==> config.mk <==
export PLATFORM = sky130hd
export DESIGN_NAME = riscv_fetch_unit
export DESIGN_NICKNAME = d
export VERILOG_FILES = /design/src/rtl/riscv_pkg.sv /design/src/rtl/riscv_fetch_fifo.sv /design/src/rtl/riscv_fetch_unit.sv
export SDC_FILE = /design/constraint.sdc
export NUM_CORES = 1
export LEC_CHECK = 0
export CAP_MARGIN = 25
export CORE_MARGIN = 3
export CORE_UTILIZATION = 54
export CTS_BUF_LIST = sky130_fd_sc_hd__clkbuf_4
export DETAILED_ROUTE_END_ITERATION = 12
export PLACE_DENSITY_LB_ADDON = 0.05
export REMOVE_ABC_BUFFERS = 1
export SYNTH_ARGS = -nofsm -noshare
export SYNTH_HDL_FRONTEND = slang
export SYNTH_SLANG_ARGS = --single-unit
==> constraint.sdc <==
create_clock -name clk -period 2.75 [get_ports clk]
set_input_delay 0.55 -clock clk [delete_from_list [all_inputs] [get_ports clk]]
set_output_delay 0.55 -clock clk [all_outputs]
set_load 0.1 [all_outputs]
==> src/rtl/riscv_pkg.sv <==
// rtl/riscv_pkg.sv - shared constants, FSM states and buffer entry type for instruction fetch
package riscv_pkg;

  localparam int XLEN       = 32;
  localparam int INST_BYTES = 4;

  typedef enum logic [1:0] {
    FS_IDLE   = 2'd0,
    FS_FETCH  = 2'd1,
    FS_HALTED = 2'd2
  } fetch_state_e;

  typedef struct packed {
    logic [XLEN-1:0] pc;
    logic [XLEN-1:0] inst;
  } fetch_entry_t;

  function automatic logic [XLEN-1:0] align_pc(input logic [XLEN-1:0] pc);
    return {pc[XLEN-1:2], 2'b00};
  endfunction

endpackage

==> src/rtl/riscv_fetch_fifo.sv <==
// rtl/riscv_fetch_fifo.sv - prefetch buffer holding {pc, inst} entries in fetch order
module riscv_fetch_fifo
  import riscv_pkg::*;
#(
  parameter int DEPTH = 2,
  localparam int PW = (DEPTH > 1) ? $clog2(DEPTH) : 1,
  localparam int CW = $clog2(DEPTH + 1)
) (
  input  logic          clk,
  input  logic          rst_b,
  input  logic          push,
  input  fetch_entry_t  push_data,
  input  logic          pop,
  input  logic          flush,
  output fetch_entry_t  head_data,
  output logic          full,
  output logic          empty,
  output logic [CW-1:0] count
);

  fetch_entry_t  mem_q [DEPTH];
  fetch_entry_t  mem_d [DEPTH];
  logic [PW-1:0] wr_ptr_q, wr_ptr_d;
  logic [PW-1:0] rd_ptr_q, rd_ptr_d;
  logic [CW-1:0] count_q, count_d;
  logic          do_push, do_pop;

  function automatic logic [PW-1:0] next_ptr(input logic [PW-1:0] p);
    return (p == PW'(DEPTH - 1)) ? '0 : p + PW'(1);
  endfunction

  assign full      = (count_q == CW'(DEPTH));
  assign empty     = (count_q == '0);
  assign count     = count_q;
  assign head_data = mem_q[rd_ptr_q];

  always_comb begin
    do_pop   = pop & ~empty;
    // A push into a full buffer is only legal when the head leaves in the same cycle.
    do_push  = push & (~full | do_pop);
    mem_d    = mem_q;
    wr_ptr_d = wr_ptr_q;
    rd_ptr_d = rd_ptr_q;
    count_d  = count_q;
    if (flush) begin
      wr_ptr_d = '0;
      rd_ptr_d = '0;
      count_d  = '0;
    end else begin
      if (do_push) begin
        mem_d[wr_ptr_q] = push_data;
        wr_ptr_d        = next_ptr(wr_ptr_q);
      end
      if (do_pop) begin
        rd_ptr_d = next_ptr(rd_ptr_q);
      end
      case ({do_push, do_pop})
        2'b10:   count_d = count_q + CW'(1);
        2'b01:   count_d = count_q - CW'(1);
        default: count_d = count_q;
      endcase
    end
  end

  always_ff @(posedge clk or negedge rst_b) begin
    if (!rst_b) begin
      for (int i = 0; i < DEPTH; i++) begin
        mem_q[i] <= '0;
      end
      wr_ptr_q <= '0;
      rd_ptr_q <= '0;
      count_q  <= '0;
    end else begin
      mem_q    <= mem_d;
      wr_ptr_q <= wr_ptr_d;
      rd_ptr_q <= rd_ptr_d;
      count_q  <= count_d;
    end
  end

endmodule

==> src/rtl/riscv_fetch_unit.sv <==
// rtl/riscv_fetch_unit.sv - instruction fetch FSM with one-cycle memory and prefetch buffer
module riscv_fetch_unit
  import riscv_pkg::*;
#(
  parameter logic [31:0] RESET_PC = 32'h0000_0000,
  parameter int          DEPTH    = 2
) (
  input  logic        clk,
  input  logic        rst_b,
  output logic [31:0] imem_addr,
  input  logic [7:0]  imem_data_in [0:3],
  input  logic        redirect_valid,
  input  logic [31:0] redirect_pc,
  input  logic        halt,
  output logic        inst_valid,
  output logic [31:0] inst,
  output logic [31:0] inst_pc,
  input  logic        inst_ready
);

  localparam int CW = $clog2(DEPTH + 1);

  fetch_state_e  state_q, state_d;
  logic [31:0]   fetch_pc_q, fetch_pc_d;
  logic [31:0]   req_pc_q, req_pc_d;
  logic          in_flight_q, in_flight_d;

  fetch_entry_t  push_entry;
  fetch_entry_t  head_entry;
  logic          fifo_full, fifo_empty;
  logic [CW-1:0] fifo_count;
  logic          pop, push, issue, has_room;

  assign imem_addr  = fetch_pc_q;
  assign inst_valid = ~fifo_empty;
  assign inst       = fifo_empty ? '0 : head_entry.inst;
  assign inst_pc    = fifo_empty ? '0 : head_entry.pc;
  assign pop        = inst_valid & inst_ready;

  // A response arriving alongside a redirect belongs to the abandoned path.
  assign push            = in_flight_q & ~redirect_valid;
  assign push_entry.pc   = req_pc_q;
  assign push_entry.inst = {imem_data_in[3], imem_data_in[2], imem_data_in[1], imem_data_in[0]};

  // Room is reserved for the outstanding response so a push never meets a full buffer.
  assign has_room = ~(fifo_full & ~pop) &&
                    ((32'(fifo_count) + 32'(in_flight_q)) < (32'(DEPTH) + 32'(pop)));

  always_comb begin
    state_d     = state_q;
    fetch_pc_d  = fetch_pc_q;
    req_pc_d    = req_pc_q;
    in_flight_d = 1'b0;
    issue       = 1'b0;
    case (state_q)
      FS_IDLE: state_d = FS_FETCH;
      FS_FETCH: begin
        if (halt) begin
          state_d = FS_HALTED;
        end else if (!redirect_valid && has_room) begin
          issue = 1'b1;
        end
      end
      FS_HALTED: begin
        if (redirect_valid && !halt) begin
          state_d = FS_FETCH;
        end
      end
      default: state_d = FS_IDLE;
    endcase
    if (issue) begin
      in_flight_d = 1'b1;
      req_pc_d    = fetch_pc_q;
      fetch_pc_d  = fetch_pc_q + 32'(INST_BYTES);
    end
    if (redirect_valid) begin
      fetch_pc_d = align_pc(redirect_pc);
    end
  end

  always_ff @(posedge clk or negedge rst_b) begin
    if (!rst_b) begin
      state_q     <= FS_IDLE;
      fetch_pc_q  <= RESET_PC;
      req_pc_q    <= '0;
      in_flight_q <= 1'b0;
    end else begin
      state_q     <= state_d;
      fetch_pc_q  <= fetch_pc_d;
      req_pc_q    <= req_pc_d;
      in_flight_q <= in_flight_d;
    end
  end

  riscv_fetch_fifo #(.DEPTH(DEPTH)) u_fifo (
    .clk       (clk),
    .rst_b     (rst_b),
    .push      (push),
    .push_data (push_entry),
    .pop       (pop),
    .flush     (redirect_valid),
    .head_data (head_entry),
    .full      (fifo_full),
    .empty     (fifo_empty),
    .count     (fifo_count)
  );

endmodule

## After elaboration in Yosys (flattened, before gate mapping)

Index checks and enable logic that the tools add are counted.

- Flip-flop bits (word level): 199
- Input bits: 69
- Output and inout port bits: 97
- Logic and storage cells: 81

- Add/sub/neg operators: 7
- Order comparisons: 4
- Equality and inequality tests: 7
- Muxes and demuxes: 25
- Bitwise logic cells: 13
- Reduce and logical (&&, ||, !) cells: 14

Operators with widths:

| kind | number |
|---|---|
| 2-to-1 mux 64 bit | 4 |
| bitwise mux 128 bit | 1 |
| 2-to-1 mux 32 bit | 4 |
| demux 64 bit (select 1 bit) | 1 |
| adder 32 x 3 -> 32 bit (second input constant) | 1 |
| 2-to-1 mux 1 bit | 10 |
| equality test 2 bit (second input constant) | 3 |
| 2-to-1 mux 2 bit | 3 |
| case mux 2 bit (3 select lines) | 1 |
| nonzero test 2 bit | 3 |
| AND 1 bit | 5 |
| NOT 1 bit | 5 |
| equality test 2 x 1 -> 1 bit (second input constant) | 2 |
| >= comparator 2 bit (second input constant) | 2 |
| logical AND 1 bit | 4 |
| logical NOT 2 bit | 2 |
| != test 2 bit (second input constant) | 2 |
| NOT 1 -> 2 bit | 2 |
| case mux 2 bit (2 select lines) | 1 |
| AND reduction 2 bit | 2 |
| adder 2 x 1 -> 3 bit | 1 |
| adder 2 x 1 -> 3 bit (first input constant) | 1 |
| less-than comparator 3 bit | 1 |
| nonzero test 3 bit | 1 |
| 6 further kinds | 8 |

## Depth between registers and ports, before layout

Gate-level depths: netlist (run 1).

- Depth in word-level cells: 13
- Depth in mapped cells: 8
- Depth with buffers taken out: 7

## Hierarchy

From an unflattened synthesis (run 1), not the netlist that was laid out.

- Cells, all modules: 738
- Area total of the unflattened synthesis: 9429.0 sq um

Modules (own cells, without submodules):

| module | instances | cells an instance | area an instance (sq um) | seq. area each (sq um) |
|---|---|---|---|---|
| riscv_fetch_fifo | 1 | 365 | 5914.4 | 3303.2 |
| riscv_fetch_unit | 1 | 373 | 3514.6 | 1576.5 |

## Worst setup path before layout (run 1)

OpenSTA, ideal clock, no wires.

- Path kind: register to output
- From: register u_fifo.rd_ptr_q
- To: output port inst_pc[21]
- Arrival time: 2459 ps
- Data required time: 2200 ps
- Slack: -259 ps
- Cell stages (with the launch flop): 5
- Buffers on the path: 2
- Path through: dfrtp_1 > clkbuf_1 > buf_1 > mux2i_1 > nor2_1

- Cells in the longest elaborated chain, start to end: 5

Ends and longest elaborated chain:

| item | RTL line | source |
|---|---|---|
| from (decl) | riscv_fetch_fifo.sv:24 | `logic [PW-1:0] rd_ptr_q, rd_ptr_d;` |
| from (signal assigned) | riscv_fetch_fifo.sv:76 | `rd_ptr_q <= rd_ptr_d;` |
| NOT 1 -> 2 bit (implied by the code) | riscv_fetch_fifo.sv:35 | `assign head_data = mem_q[rd_ptr_q];` |
| 2-to-1 mux 64 bit (implied by the code) (3 in series) | riscv_fetch_fifo.sv:35 |  |
| 2-to-1 mux 32 bit | riscv_fetch_unit.sv:37 | `assign inst_pc = fifo_empty ? '0 : head_entry.pc;` |
| to (decl) | riscv_fetch_unit.sv:17 | `output logic [31:0] inst_pc,` |

No other way between the ends. The select of a mux whose other input is x is not followed.

## Worst setup path in the final report (run 1)

- From: register u_fifo.count_q[1] (netlist: u_fifo.count[1])
- To: output port inst_pc[12]

- Cells in the longest elaborated chain, start to end: 2

Ends and longest elaborated chain:

| item | RTL line | source |
|---|---|---|
| from (decl) | riscv_fetch_fifo.sv:25 | `logic [CW-1:0] count_q, count_d;` |
| from (signal assigned) | riscv_fetch_fifo.sv:77 | `count_q <= count_d;` |
| logical NOT 2 bit | riscv_fetch_fifo.sv:33 | `assign empty = (count_q == '0);` |
| 2-to-1 mux 32 bit | riscv_fetch_unit.sv:37 |  |

No other way between the ends.

==> flow_metrics.py, run 1 <==
metrics = {
    "setup_path": {
        "critPathKind": "flip-flop to primary output",
        "critPathArrivalTime_ps": 2030,
        "path_cells": "nor2_4 -> buf_4 -> nor2_1 -> buf_4",
        "end_kind": "primary output",
        "crit_required_ps": 2200,
        "cpPeakStageDelay_ps": 590,
        "start_kind": "flip-flop",
        "cp_num_buf_inv": 2,
        "setup.reg_to_reg.worst_slack_ps": 330,
        "crit_family": "flip-flops",
        "critical_path.max_fanout": 28,
        "crit_path_top_delay_cell": "dfrtp_1",
        "cp_common_cell": "buf_4",
    },
    "timing": {
        "grt_setup_unrepaired": "no",
        "slew-limit-headroom_pct": 54.7,
        "fin_setup_tns_ps": 0,
        "max_slew.worst_pin.slew_ps": 677,
        "fin_crit_ps": 2580,
        "max_freq_mhz": 387,
        "hold_viol": 0,
        "layout_setup_ws_ps": 169,
        "setup_viol": 0,
        "finClkSkew_ps": 18.4,
        "fin_crit_sh_pct": 93.9,
        "drv_slew": 0,
    },
    "global_routing": {
        "antenna_found_initial": 0,
        "grt_pass1_vias": 6286,
        "grt_overflow_total": 0,
        "grt_first_pass_wirelength_um": 32300,
        "grt_use_total_pct": 22.5,
        "grt_max_degree": 77,
    },
    "detailed_routing": {
        "wl_per_cell_um": 18.0,
        "ant_nets": 0,
        "firstDrtPassIters": 4,
        "drtIter0Drc": 353,
        "vias": 6199,
        "drt_wl_total_um": 20100,
        "viasPerCell": 5.55,
        "drc": 0,
    },
    "synthesis": {
        "synth_edf_count": 0,
        "synth_area_sq_mm": 0.00895,
        "synth_cell_types": 49,
        "synth.avg_cell_area_sq_um": 12.3,
        "synthFlopType": "dfrtp_1",
        "ys_seq_elements": 191,
        "synth_cells": 726,
        "ys_seq_area_share_pct": 53.4,
        "ys_warn_count": 0,
        "async_flop_share_pct": 100,
    },
    "finish": {
        "fin_util_pct": 70.8,
        "final_common_cell": "dfrtp_1",
        "multi_input_area_sq_mm": 0.00393,
        "final_nets": 960,
        "n_fill_cell": 1162,
        "area.growth.synth_to_final_pct": 27.1,
        "layout-drive-gt1-share_pct": 35.6,
        "final_cell_mix": "190 x dfrtp_1, 149 x mux2_2, 82 x nor2_1, 77 x buf_4, 64 x clkdlybuf4s50_1",
        "antenna-diode-count": 0,
        "fin_area_sq_mm": 0.0114,
        "seq_area_sq_mm": 0.00478,
    },
    "clock_tree": {
        "numCtsBuffers": 17,
        "clkSinkCount": 191,
        "cts_tree": "yes",
        "clkLatencyLatePin_ps": 580,
        "clockBufferDepth": 2,
        "h-tree-depth": 4,
        "clkTransAtPathRegs_ps": 130,
        "cts_root_buf": "clkbuf_4",
    },
    "worst_hold_path": {
        "hp-class": "input pin to flip-flop",
    },
    "place": {
        "gpl.final_weighted_congestion": 0.800,
        "placed_cell_area_sq_mm": 0.0110,
        "portBuffers": 159,
        "place_ws_ps": 85.6,
        "dp_hpwl_um": 14000,
    },
    "job": {
        "drv_cap": 0,
    },
    "pwr": {
        "p_per_area_mw_per_mm2": 815,
        "leakagePower_nw": 4.91,
        "ir_drop_mv": 0.458,
    },
    "die": {
        "design.core.area_sq_mm": 0.0161,
        "rows": 46,
        "initial_core_util_pct": 55.7,
        "die_x_um": 135,
        "dieArea_sq_mm": 0.0182,
        "ios": 166,
        "chipHeight_um": 135,
    },
    "run_status": {
        "status": "finished clean",
    },
}
## flip-flops by register name (all words and copies together) (netlist names)
register         flops
req_pc_q            30
in_flight_q          1
state_q              2
u_fifo.wr_ptr_q      1
u_fifo.count         2
u_fifo.mem_q       124
u_fifo.rd_ptr_q      1
imem_addr           30
## metal layers
layer  track usage [%]  share of wire [%]  up-vias
met5                 0                  0        -
li1                  -                  -     2900
met2              37.6                 50      131
met4              6.05                1.4        0
met3              4.66                4.4       19
met1              30.1                 44     3149
## cells in the mapped netlist, types with 5 or more instances
library cell | count | area, sq um
buf_4 | 8 | 60.1
nand4_1 | 14 | 87.6
buf_2 | 21 | 105
o21ai_0 | 14 | 70.1
a31oi_1 | 9 | 56.3
mux2i_1 | 63 | 631
or3_1 | 6 | 37.5
dfrtp_1 | 191 | 4780
nor4_2 | 6 | 75.1
nor2_1 | 83 | 312
o21ai_1 | 14 | 70.1
clkbuf_1 | 13 | 48.8
nand2_1 | 31 | 116
nand3_1 | 11 | 55.1
mux2_2 | 149 | 1680
mux2_1 | 6 | 67.6
xor2_1 | 6 | 52.6
and3_1 | 10 | 62.6
xnor2_1 | 15 | 131
inv_1 | 6 | 22.5
nor4_1 | 5 | 31.3
## stage by stage
stage | power (mW) | instances | hold slack (ps)
final | 9.27 | 1116 | 405
after floorplan | 6.84 | 682 | 254
after CTS | 9.35 | 1110 | 363
after detailed placement | 7.91 | 1078 | 478
after global placement | 7.68 | 1078 | 466
after global routing | 9.79 | 1116 | 375
## where the power goes
part	switching, mW	total, mW	internal [mW]
Clock	0.894	1.45	0.557
Combinational	1.84	3.34	1.50
Sequential	0.645	4.48	3.83
Total	3.38	9.27	5.89
## final timing paths
check / end / cells after the start / from
setup / recovery: inst_pc[12] / 4 / u_fifo.count[1]
setup reg to reg: req_pc_q[10] / 8 / in_flight_q
min in group asynchronous: u_fifo.mem_q[79] / 2 / rst_b
hold / removal: imem_addr[16] / 3 / redirect_valid
hold reg to reg: u_fifo.mem_q[100] / 1 / u_fifo.mem_q[100]
max in group asynchronous: imem_addr[7] / 3 / rst_b
## logic make-up after synthesis
kind of cell,share of synthesized area [%]
other,0.0419
adders and majority gates,0.420
muxes,26.6
AOI/OAI and AO/OA,3.47
and+or+nand+nor,10.9
buffers and inverters,3.15
xor gates and xnor gates,2.06
DFF,53.4
## area by class of cell
| class | instances | share of cell area [%] |
|---|---|---|
| clock inverter | 11 | 1.04 |
| inverter | 7 | 0.231 |
| sequential | 191 | 42.1 |
| clock buffer | 20 | 1.32 |
| timing repair buffer | 187 | 18.5 |
| multi-input combinational | 484 | 34.5 |
| tap | 216 | 2.38 |
## worst reg2reg max path, cell delays in order (launching register included)
cell      delay [ps]
dfrtp_1          490
ha_1             240
ha_1             290
nor2_1           230
a211oi_4          80
buf_4            220
nor3_4           160
buf_4            260
mux2_2           370
## timing repair
item	in CTS	in global routing
hold buffers	1	0
buffers inserted	0	6
endpoints found under the hold margin	72	0
endpoints found under the setup margin	0	15
resized for setup	0	1
No activity file was read; power rests on OpenSTA's default activity.
==> inputs of run 2 (changes only) <==
--- a/config.mk
+++ b/config.mk
@@ -5,7 +5,7 @@
 export SDC_FILE = /design/constraint.sdc
 export NUM_CORES = 1
 export LEC_CHECK = 0
-export CAP_MARGIN = 25
+export CAP_MARGIN = 20
 export CORE_MARGIN = 3
 export CORE_UTILIZATION = 54
 export CTS_BUF_LIST = sky130_fd_sc_hd__clkbuf_4
==> results of run 2 <==
Final layout, timing and power as in run 1 (identical DEF).
==> inputs of run 3 (changes only) <==
--- a/config.mk
+++ b/config.mk
@@ -7,11 +7,12 @@
 export LEC_CHECK = 0
 export CAP_MARGIN = 20
 export CORE_MARGIN = 3
-export CORE_UTILIZATION = 54
+export CORE_UTILIZATION = 55
 export CTS_BUF_LIST = sky130_fd_sc_hd__clkbuf_4
 export DETAILED_ROUTE_END_ITERATION = 12
 export PLACE_DENSITY_LB_ADDON = 0.05
 export REMOVE_ABC_BUFFERS = 1
 export SYNTH_ARGS = -nofsm -noshare
 export SYNTH_HDL_FRONTEND = slang
+export SYNTH_HIERARCHICAL = 1
 export SYNTH_SLANG_ARGS = --single-unit
==> run 3 against run 2 <==
Effect of this change: global-route usage up 1.6 points; largest cell class unchanged; count of clock-buffer cells in the layout decreased by 3; synthesized cell count up 1.7%; area after synthesis rose by 5.4%; via count is 2.6% higher.
==> flow_metrics.py, run 3 <==
metrics = {
    "run_status": {
        "status": "finished clean",
    },
    "setup_path": {
        "critical_path.max_fanout": 28,
        "setup.reg_to_reg.worst_slack_ps": 140,
        "critPathArrivalTime_ps": 2070,
        "worstReg2RegStart": "in_flight_q",
        "end_kind": "primary output",
        "start_kind": "flip-flop",
        "startpoint": "u_fifo/rd_ptr_q",
        "r2r_cells": 7,
        "endpoint": "inst[19]",
        "r2r_end": "imem_addr[28]",
        "crit_required_ps": 2200,
        "critPathKind": "flip-flop to primary output",
    },
    "synthesis": {
        "synth-simple-area-share_pct": 11.7,
        "synth.most_common_cell": "dfrtp_1",
        "yosysTopAreaCellShare_pct": 51.8,
        "synth_edf_count": 0,
        "synth_fa_ha_area_share_pct": 0.398,
        "synth_cell_types": 43,
        "async_flop_share_pct": 100,
        "synth_area_leaders": "dfrtp_1 52%, mux2_2 20%, mux2_4 7.8%",
        "synth_top_family_by_area": "multiplexers",
        "ys_top_cells_by_count": "195 x dfrtp_1, 168 x mux2_2, 72 x nor2b_1",
        "synth_top_cell_by_area": "dfrtp_1",
        "synth_mux_area_share_pct": 28.1,
        "synthFlopType": "dfrtp_1",
        "synth-compound-area-share_pct": 3.08,
        "synth.avg_cell_area_sq_um": 12.8,
        "post_synth_xor_area_fraction_pct": 2.04,
        "ys_seq_area_share_pct": 51.8,
        "synth_area_sq_mm": 0.00943,
        "synth_cells": 738,
        "ys_seq_elements": 195,
        "ys_warn_count": 6,
    },
    "timing": {
        "hold_viol": 0,
        "fin_setup_tns_ps": 0,
        "drv_slew": 0,
        "max_slew.worst_pin.slew_ps": 513,
        "setup_viol": 0,
        "slew-limit-headroom_pct": 65.7,
        "max_freq_mhz": 382,
        "holdWs_ps": 475,
        "fin_crit_ps": 2620,
        "fin_crit_sh_pct": 95.2,
        "layout_setup_ws_ps": 132,
        "grt_setup_unrepaired": "no",
        "finClkSkew_ps": 18.4,
    },
    "global_routing": {
        "grt_first_pass_wirelength_um": 35300,
        "grt_pass1_vias": 6806,
        "antenna_found_initial": 1,
        "grt_use_total_pct": 24.0,
        "grt_overflow_total": 0,
        "grt_max_degree": 67,
    },
    "place": {
        "dp_hpwl_um": 14600,
        "portBuffers": 161,
        "placed_cell_area_sq_mm": 0.0120,
        "gpl.final_weighted_congestion": 0.795,
        "place_ws_ps": -137,
        "dp.cells": 1101,
    },
    "job": {
        "drv_cap": 0,
    },
    "die": {
        "rows": 47,
        "initial_core_util_pct": 56.5,
        "ios": 166,
        "die_x_um": 137,
        "dieArea_sq_mm": 0.0188,
        "design.core.area_sq_mm": 0.0167,
        "chipHeight_um": 137,
    },
    "pwr": {
        "seq_power_share_pct": 45.4,
        "p_per_area_mw_per_mm2": 747,
        "p_sw_mw": 3.00,
        "p_int_mw": 6.25,
        "pwr-share-clk_pct": 20.1,
        "pwr-share-comb_pct": 34.4,
        "sw_frac_of_total_pct": 32.5,
        "leakagePower_nw": 5.56,
        "power.total_mw": 9.25,
        "ir_drop_mv": 0.591,
    },
    "detailed_routing": {
        "wl_per_cell_um": 19.1,
        "vias": 6361,
        "firstDrtPassIters": 4,
        "drc": 0,
        "viasPerCell": 5.59,
        "drtIter0Drc": 477,
        "drt_wl_total_um": 21700,
        "ant_nets": 0,
    },
    "finish": {
        "top_register": "u_fifo/mem_q",
        "area.growth.synth_to_final_pct": 31.4,
        "final_common_cell": "dfrtp_1",
        "instances_no_fill": 1137,
        "fin_area_sq_mm": 0.0124,
        "final_cell_mix": "194 x dfrtp_1, 168 x mux2_2, 74 x buf_12, 71 x nor2b_1, 64 x clkdlybuf4s50_1",
        "layout-drive-gt1-share_pct": 41.7,
        "largest_reg_flops": 128,
        "final_nets": 976,
        "fin_util_pct": 74.2,
    },
    "clock_tree": {
        "h-tree-depth": 4,
        "clkTransAtPathRegs_ps": 150,
        "cts_root_buf": "clkbuf_4",
        "clkLatencyLatePin_ps": 570,
        "clkSinkCount": 195,
        "clockBufferDepth": 2,
        "cts_tree": "yes",
        "numCtsBuffers": 17,
    },
    "worst_hold_path": {
        "hp-class": "input pin to flip-flop",
    },
}
## run 3: changes by cell type in the layout (fill, tap and decap cells not counted), moves of 30 or more
cell     before  now
buf_12       42   74
buf_4        77   47
mux2_4        0   49
mux2i_1      63    2
nor2_1       82   10
nor2b_1       1   71
## run 3: worst min-delay path by stage
stage / startpoint / to / slack [ps] / depth (start not counted)
2_1_floorplan: rst_b / imem_addr[10] / 250 / 0
3_3_place_gp: req_pc_q[31] / req_pc_q[31] / 480 / 2
3_5_place_dp: req_pc_q[31] / req_pc_q[31] / 490 / 2
4_1_cts: redirect_valid / u_fifo/count[1] / 430 / 4
5_1_grt: redirect_valid / u_fifo/count[1] / 450 / 4
6_report: redirect_valid / u_fifo/count[1] / 480 / 4
## run 3: routing by layer
metal | vias up | wire [um] | GRT usage, %
li1 | 2910 | - | -
met1 | 3218 | 9180 | 31.4
met2 | 192 | 11000 | 40.2
met3 | 41 | 1100 | 5.26
met4 | 0 | 463 | 7.37
met5 | - | 0 | 0
## run 3: what timing repair did
| item | 4_1_cts | 5_1_grt |
|---|---|---|
| endpoints found under the setup margin | 46 | 6 |
| pin swaps | 0 | 0 |
| gates resized for setup | 0 | 2 |
| setup buffers | 3 | 0 |
| hold buffers | 1 | 0 |
| hold endpoints to repair | 56 | 0 |
## run 3: power groups by stage
stage / Combinational (mW) / Clock, mW / Sequential (mW)
floorplan: 2.04 / 0 / 4.42
global placement: 3.09 / 0 / 4.17
detailed placement: 3.18 / 0 / 4.26
CTS: 3.21 / 1.91 / 4.20
global route: 3.38 / 2.02 / 4.32
finish: 3.19 / 1.86 / 4.20
## run 3: layout make-up
type                            count  area (sq um)
Timing Repair Buffer              189          2510
Clock buffer                       17           128
Tap cell                          220           275
Antenna cell                        1          2.50
Inverter                           10          37.5
Sequential cell                   195          4880
Multi-Input combinational cell    491          4310
Fill cell                        1110          4310
Clock inverter                     14           236
## run 3: critical path: stages (launching register included)
cell and delay, ps:
dfrtp_4 580, buf_12 200, mux2_2 230, nor2b_1 250
buf_12 220
## run 3: cell families after synthesis
group	count (synthesis)
mux	219
flops	195
simple gates	192
buf+inv	57
compound gates	49
xor+xnor	22
fa+ha+maj	3
other cells	1
==> patch 1: new RTL, flow settings as in run 2 <==
`DEPTH` is set to 2 in 2 places; all go to 4.
--- a/src/rtl/riscv_fetch_fifo.sv
+++ b/src/rtl/riscv_fetch_fifo.sv
@@ -3,5 +3,5 @@
   import riscv_pkg::*;
 #(
-  parameter int DEPTH = 2,
+  parameter int DEPTH = 4,
   localparam int PW = (DEPTH > 1) ? $clog2(DEPTH) : 1,
   localparam int CW = $clog2(DEPTH + 1)
--- a/src/rtl/riscv_fetch_unit.sv
+++ b/src/rtl/riscv_fetch_unit.sv
@@ -4,5 +4,5 @@
 #(
   parameter logic [31:0] RESET_PC = 32'h0000_0000,
-  parameter int          DEPTH    = 2
+  parameter int          DEPTH    = 4
 ) (
   input  logic        clk,
Formal check against the unedited RTL: no difference found for any inputs over 4 cycles, from zero or initial values and one cycle with rst_b low; that may be too few to reach the edited logic, so the function may still have changed.
==> patch 1 against run 2 <==
  * Routed wire length up 71%
  * Setup slack lost 0.26 ns
  * Highest routed layer unchanged
  * Total power increased by 66%
  * Area after synthesis rose by 64%
  * The flow now finishes with violations (negative setup slack)
  * Sequential cell count increased by 127
  * Design area rose by 70%
  * Synthesized cell count rose by 50%
  * Core utilization is 2.3 points higher
==> patch 1: results (changes against run 2) <==
H-tree Lvls 3 (-1); Net Sw Power 5.27 mW (+56%); CTS max path bufs 3 (+1); R2R setup slack 0.22 ns (-0.11 ns); Syn Inst Count 1091 (+50%); Slew Limit Fails 0 (unchanged); layout cells sized above 1 0.487 (+0.131); final worst setup slack -0.0950 ns (-0.264 ns); first-pass GRT wire length 55300 um (+72%); violated checks negative setup slack; met2 Use GR 0.378 (+0.00211); P_leak 9.17 nW (+87%); Inst Count DP 1579 (+46%); Crit path largest cell delay 0.51 ns (-0.08 ns); hold_ws 0.389 ns (-0.0165 ns); global placement routability congestion 0.816 (+2.1%); TritonCTS Buffers 85 (+68); Layout fillers 1790 (+54%); Detail Placement HPWL 22000 um (+57%); Setup Viol. Count Final 62 (+62); clk_skew 0.0359 ns (+0.0175 ns); Critical Path AT 2.29 ns (+0.26 ns); Max IR drop VDD 0.466 mV (+1.7%); Final #Nets 1430 (+49%); Worst-Margin Slew 0.494 ns (-0.183 ns); met1 Resource Use GR 0.344 (+0.0430); top cells by area, synth dfrtp_1 (54%), mux2_2 (17%), mux4_2 (9.5%); vias 9945 (+60%); Avg WL per Cell 19.7 um (+9.5%); Clock transition at path regs 0.06 ns (-0.07 ns); latest clock arrival within the worst-skew pair 0.69 ns (+0.11 ns); wirelength, routed 34400 um (+71%); status finished, violations left; GR Util All Layers 0.241 (+0.0161); critical path's slowest cell mux4_2; GR Layer Usage met3 0.0474 (+0.000794); synth unique cells 56 (+14%); Min-Delay Path Class primary input to asynchronous set/reset pin; top cells by count, synth dfrtp_1 (318), mux2_2 (227), nand2_1 (107); initial DRC count 682 (+93%); DP Worst Slack -0.270 ns (-0.355 ns); drt first pass iters 5 (+1); vias in the first global route 10300 (+64%); initial antenna violation count 1 (+1); yosys warns 0 (unchanged); largest net degree at the start of global routing 89 (+16%); Seq/Total Area, Yosys 0.542 (+0.00758); number of flip-flops in the largest register 248 (+100%); worst-path maximum fanout 5 (-82%)
## patch 1: stage by stage
stage / setup TNS, ns / area, sq um / utilization
finish: -4.01 / 19300 / 0.731
floorplan: -216.75 / 14300 / -
global route: -11.62 / 19300 / 0.731
global placement: -0.187 / 17700 / 0.671
CTS: -9.94 / 19200 / 0.727
detailed placement: -0.469 / 17700 / 0.671
## patch 1: worst paths after layout
| path | from | end | cells past startpoint |
|---|---|---|---|
| max | u_fifo.rd_ptr_q[0] | inst_pc[6] | 5 |
| min | rst_b | u_fifo.mem_q[206] | 2 |
| max reg2reg | u_fifo.count[2] | u_fifo.count[2] | 10 |
| min reg2reg | u_fifo.mem_q[99] | u_fifo.mem_q[99] | 1 |
| max in group asynchronous | rst_b | u_fifo.mem_q[18] | 3 |
| min in group clk | redirect_pc[7] | imem_addr[7] | 3 |
## patch 1: timing repair
item / CTS / global route
gates resized for setup: 63 / 28
hold endpoints to repair: 50 / 0
pin swaps: 17 / 21
buffers inserted: 14 / 3
cloned: 5 / 2
hold buffers: 1 / 0
setup endpoints to repair: 63 / 63
## patch 1: cells by family (layout without fill, tap and decap cells)
| logic type | after synthesis | after routing | share of synthesized area |
|---|---|---|---|
| multiplexers | 313 | 313 | 0.287 |
| AO/OA/AOI/OAI | 90 | 90 | 0.0404 |
| adder cells (fa/ha/maj) | 9 | 9 | 0.00818 |
| other | 1 | 6 | 0.000255 |
| buffers and inverters | 93 | 409 | 0.0290 |
| XOR/XNOR | 5 | 5 | 0.00298 |
| AND/OR/NAND/NOR | 262 | 262 | 0.0903 |
| flip-flops | 318 | 318 | 0.542 |
## patch 1: cell type report
class	count	share of cell area
multi-input combinational	683	0.337
tap	335	0.0217
timing repair buffer	245	0.171
antenna	2	0.000259
clock inverter	14	0.00350
sequential	318	0.412
clock buffer	131	0.0509
inverter	19	0.00369
## patch 1: routing by layer
layer | routed length [um] | vias to the layer above
met4 | 587 | 0
li1 | - | 4515
met3 | 1780 | 38
met2 | 16400 | 302
met5 | 0 | -
met1 | 15600 | 5090
## patch 1: critical path, delay by kind of cell (launching register included)
family / cells / cell delay [ns]
buf+inv: 3 / 0.45
flops: 1 / 0.47
mux: 1 / 0.51
simple gates: 1 / 0.18
## patch 1: power by group through the flow
stage	clock network, mW	logic, mW	registers [mW]
2_1_floorplan	0	2.67	6.80
3_3_place_gp	0	4.53	6.48
3_5_place_dp	0	4.62	6.53
4_1_cts	4.17	4.91	6.44
5_1_grt	4.44	5.25	6.59
6_report	4.04	4.93	6.45
==> patch 2: new RTL, config.mk and constraints of run 2 <==
Made on the original files. Re-encode `fetch_state_e` (3 states) as one-hot, 3 bits wide.
--- a/src/rtl/riscv_pkg.sv
+++ b/src/rtl/riscv_pkg.sv
@@ -5,8 +5,8 @@
   localparam int INST_BYTES = 4;
 
-  typedef enum logic [1:0] {
-    FS_IDLE   = 2'd0,
-    FS_FETCH  = 2'd1,
-    FS_HALTED = 2'd2
+  typedef enum logic [2:0] {
+    FS_IDLE   = 3'b001,
+    FS_FETCH  = 3'b010,
+    FS_HALTED = 3'b100
   } fetch_state_e;
 
Formal check against the unedited RTL: same outputs for any inputs over 4 cycles, from zero or initial values and one cycle with rst_b low; so few cycles prove little.
==> patch 2 against run 2 <==
  * Largest cell class unchanged
  * Total power decreased by 14%
  * Sequential share of layout area down 1.8 points
  * Critical path depth is the same
  * Die area increased by 0.49%
  * Critical path type unchanged
  * Area after synthesis up 0.52%
  * Routed wire length up 9.9%
  * Setup slack lost 0.027 ns
  * Design area is 5.1% higher
  * Sequential cell count increased by 1
==> patch 2: results (changes against run 2) <==
crit path to inst[2]; Avg WL per Cell 18.4 um (+2.3%); comb_multi_in 543 (+12%); Data buffer area share 0.218 (+0.0331); synthesized area per cell 11.3 sq um (-8.1%); Critical Path AT 2.06 ns (+0.03 ns); final worst setup slack 0.143 ns (-0.0265 ns); multi-input combinational area share 0.331 (-0.0146); adder-cell share of the synthesized area 0.00417 (-0.0000216); Via density 5.65 (+1.7%); global placement routability congestion 0.850 (+6.4%); P_leak 5.33 nW (+8.6%); Clock transition at path regs 0.15 ns (+0.02 ns); mux contribution to synthesized area 0.226 (-0.0391); Layout fillers 1075 (-7.5%); Max IR drop VDD 0.416 mV (-9.1%); R2R setup slack 0.20 ns (-0.13 ns); first-pass GRT wire length 36000 um (+12%); Worst Setup SP u_fifo.rd_ptr_q; critical path's slowest cell dfrtp_4; DIE WIDTH 135 um (+0.24%); internal power 5.07 mW (-14%); clk_skew 0.0170 ns (-0.00144 ns); worst-path maximum fanout 31 (+11%); Die Y 135 um (+0.24%); top cells by count, synth dfrtp_1 (191), mux2_2 (124), nand2_1 (108); Hold Crit Start req_pc_q[11]; Hold Path Depth 2 (-1); XOR/XNOR Fraction of Synth Area 0.00292 (-0.0176); area post-placement 11600 sq um (+5.1%); status completed; Worst-Margin Slew 0.583 ns (-0.0943 ns)
==> patch 2: changes by cell type after synthesis, moves of 8 or more <==
cell / run 2 / this run
o21ai_1: 14 / 0
o211ai_1: 0 / 9
o311ai_0: 0 / 9
a21oi_1: 2 / 11
a31oi_1: 9 / 0
xnor2_1: 15 / 1
nand2_1: 31 / 108
clkbuf_1: 13 / 21
o21ai_0: 14 / 32
mux2_2: 149 / 124
==> patch 2: routing by layer <==
metal | wire length, um | global-route usage
met1 | 9380 | 0.318
met2 | 11000 | 0.428
met3 | 1170 | 0.0581
met4 | 438 | 0.0733
met5 | 0 | 0
==> patch 2: timing repair <==
action,in CTS,in global routing
pin swaps,1,0
endpoints found under the hold margin,67,0
buffers inserted,4,5
endpoints found under the setup margin,31,3
hold buffers,1,0
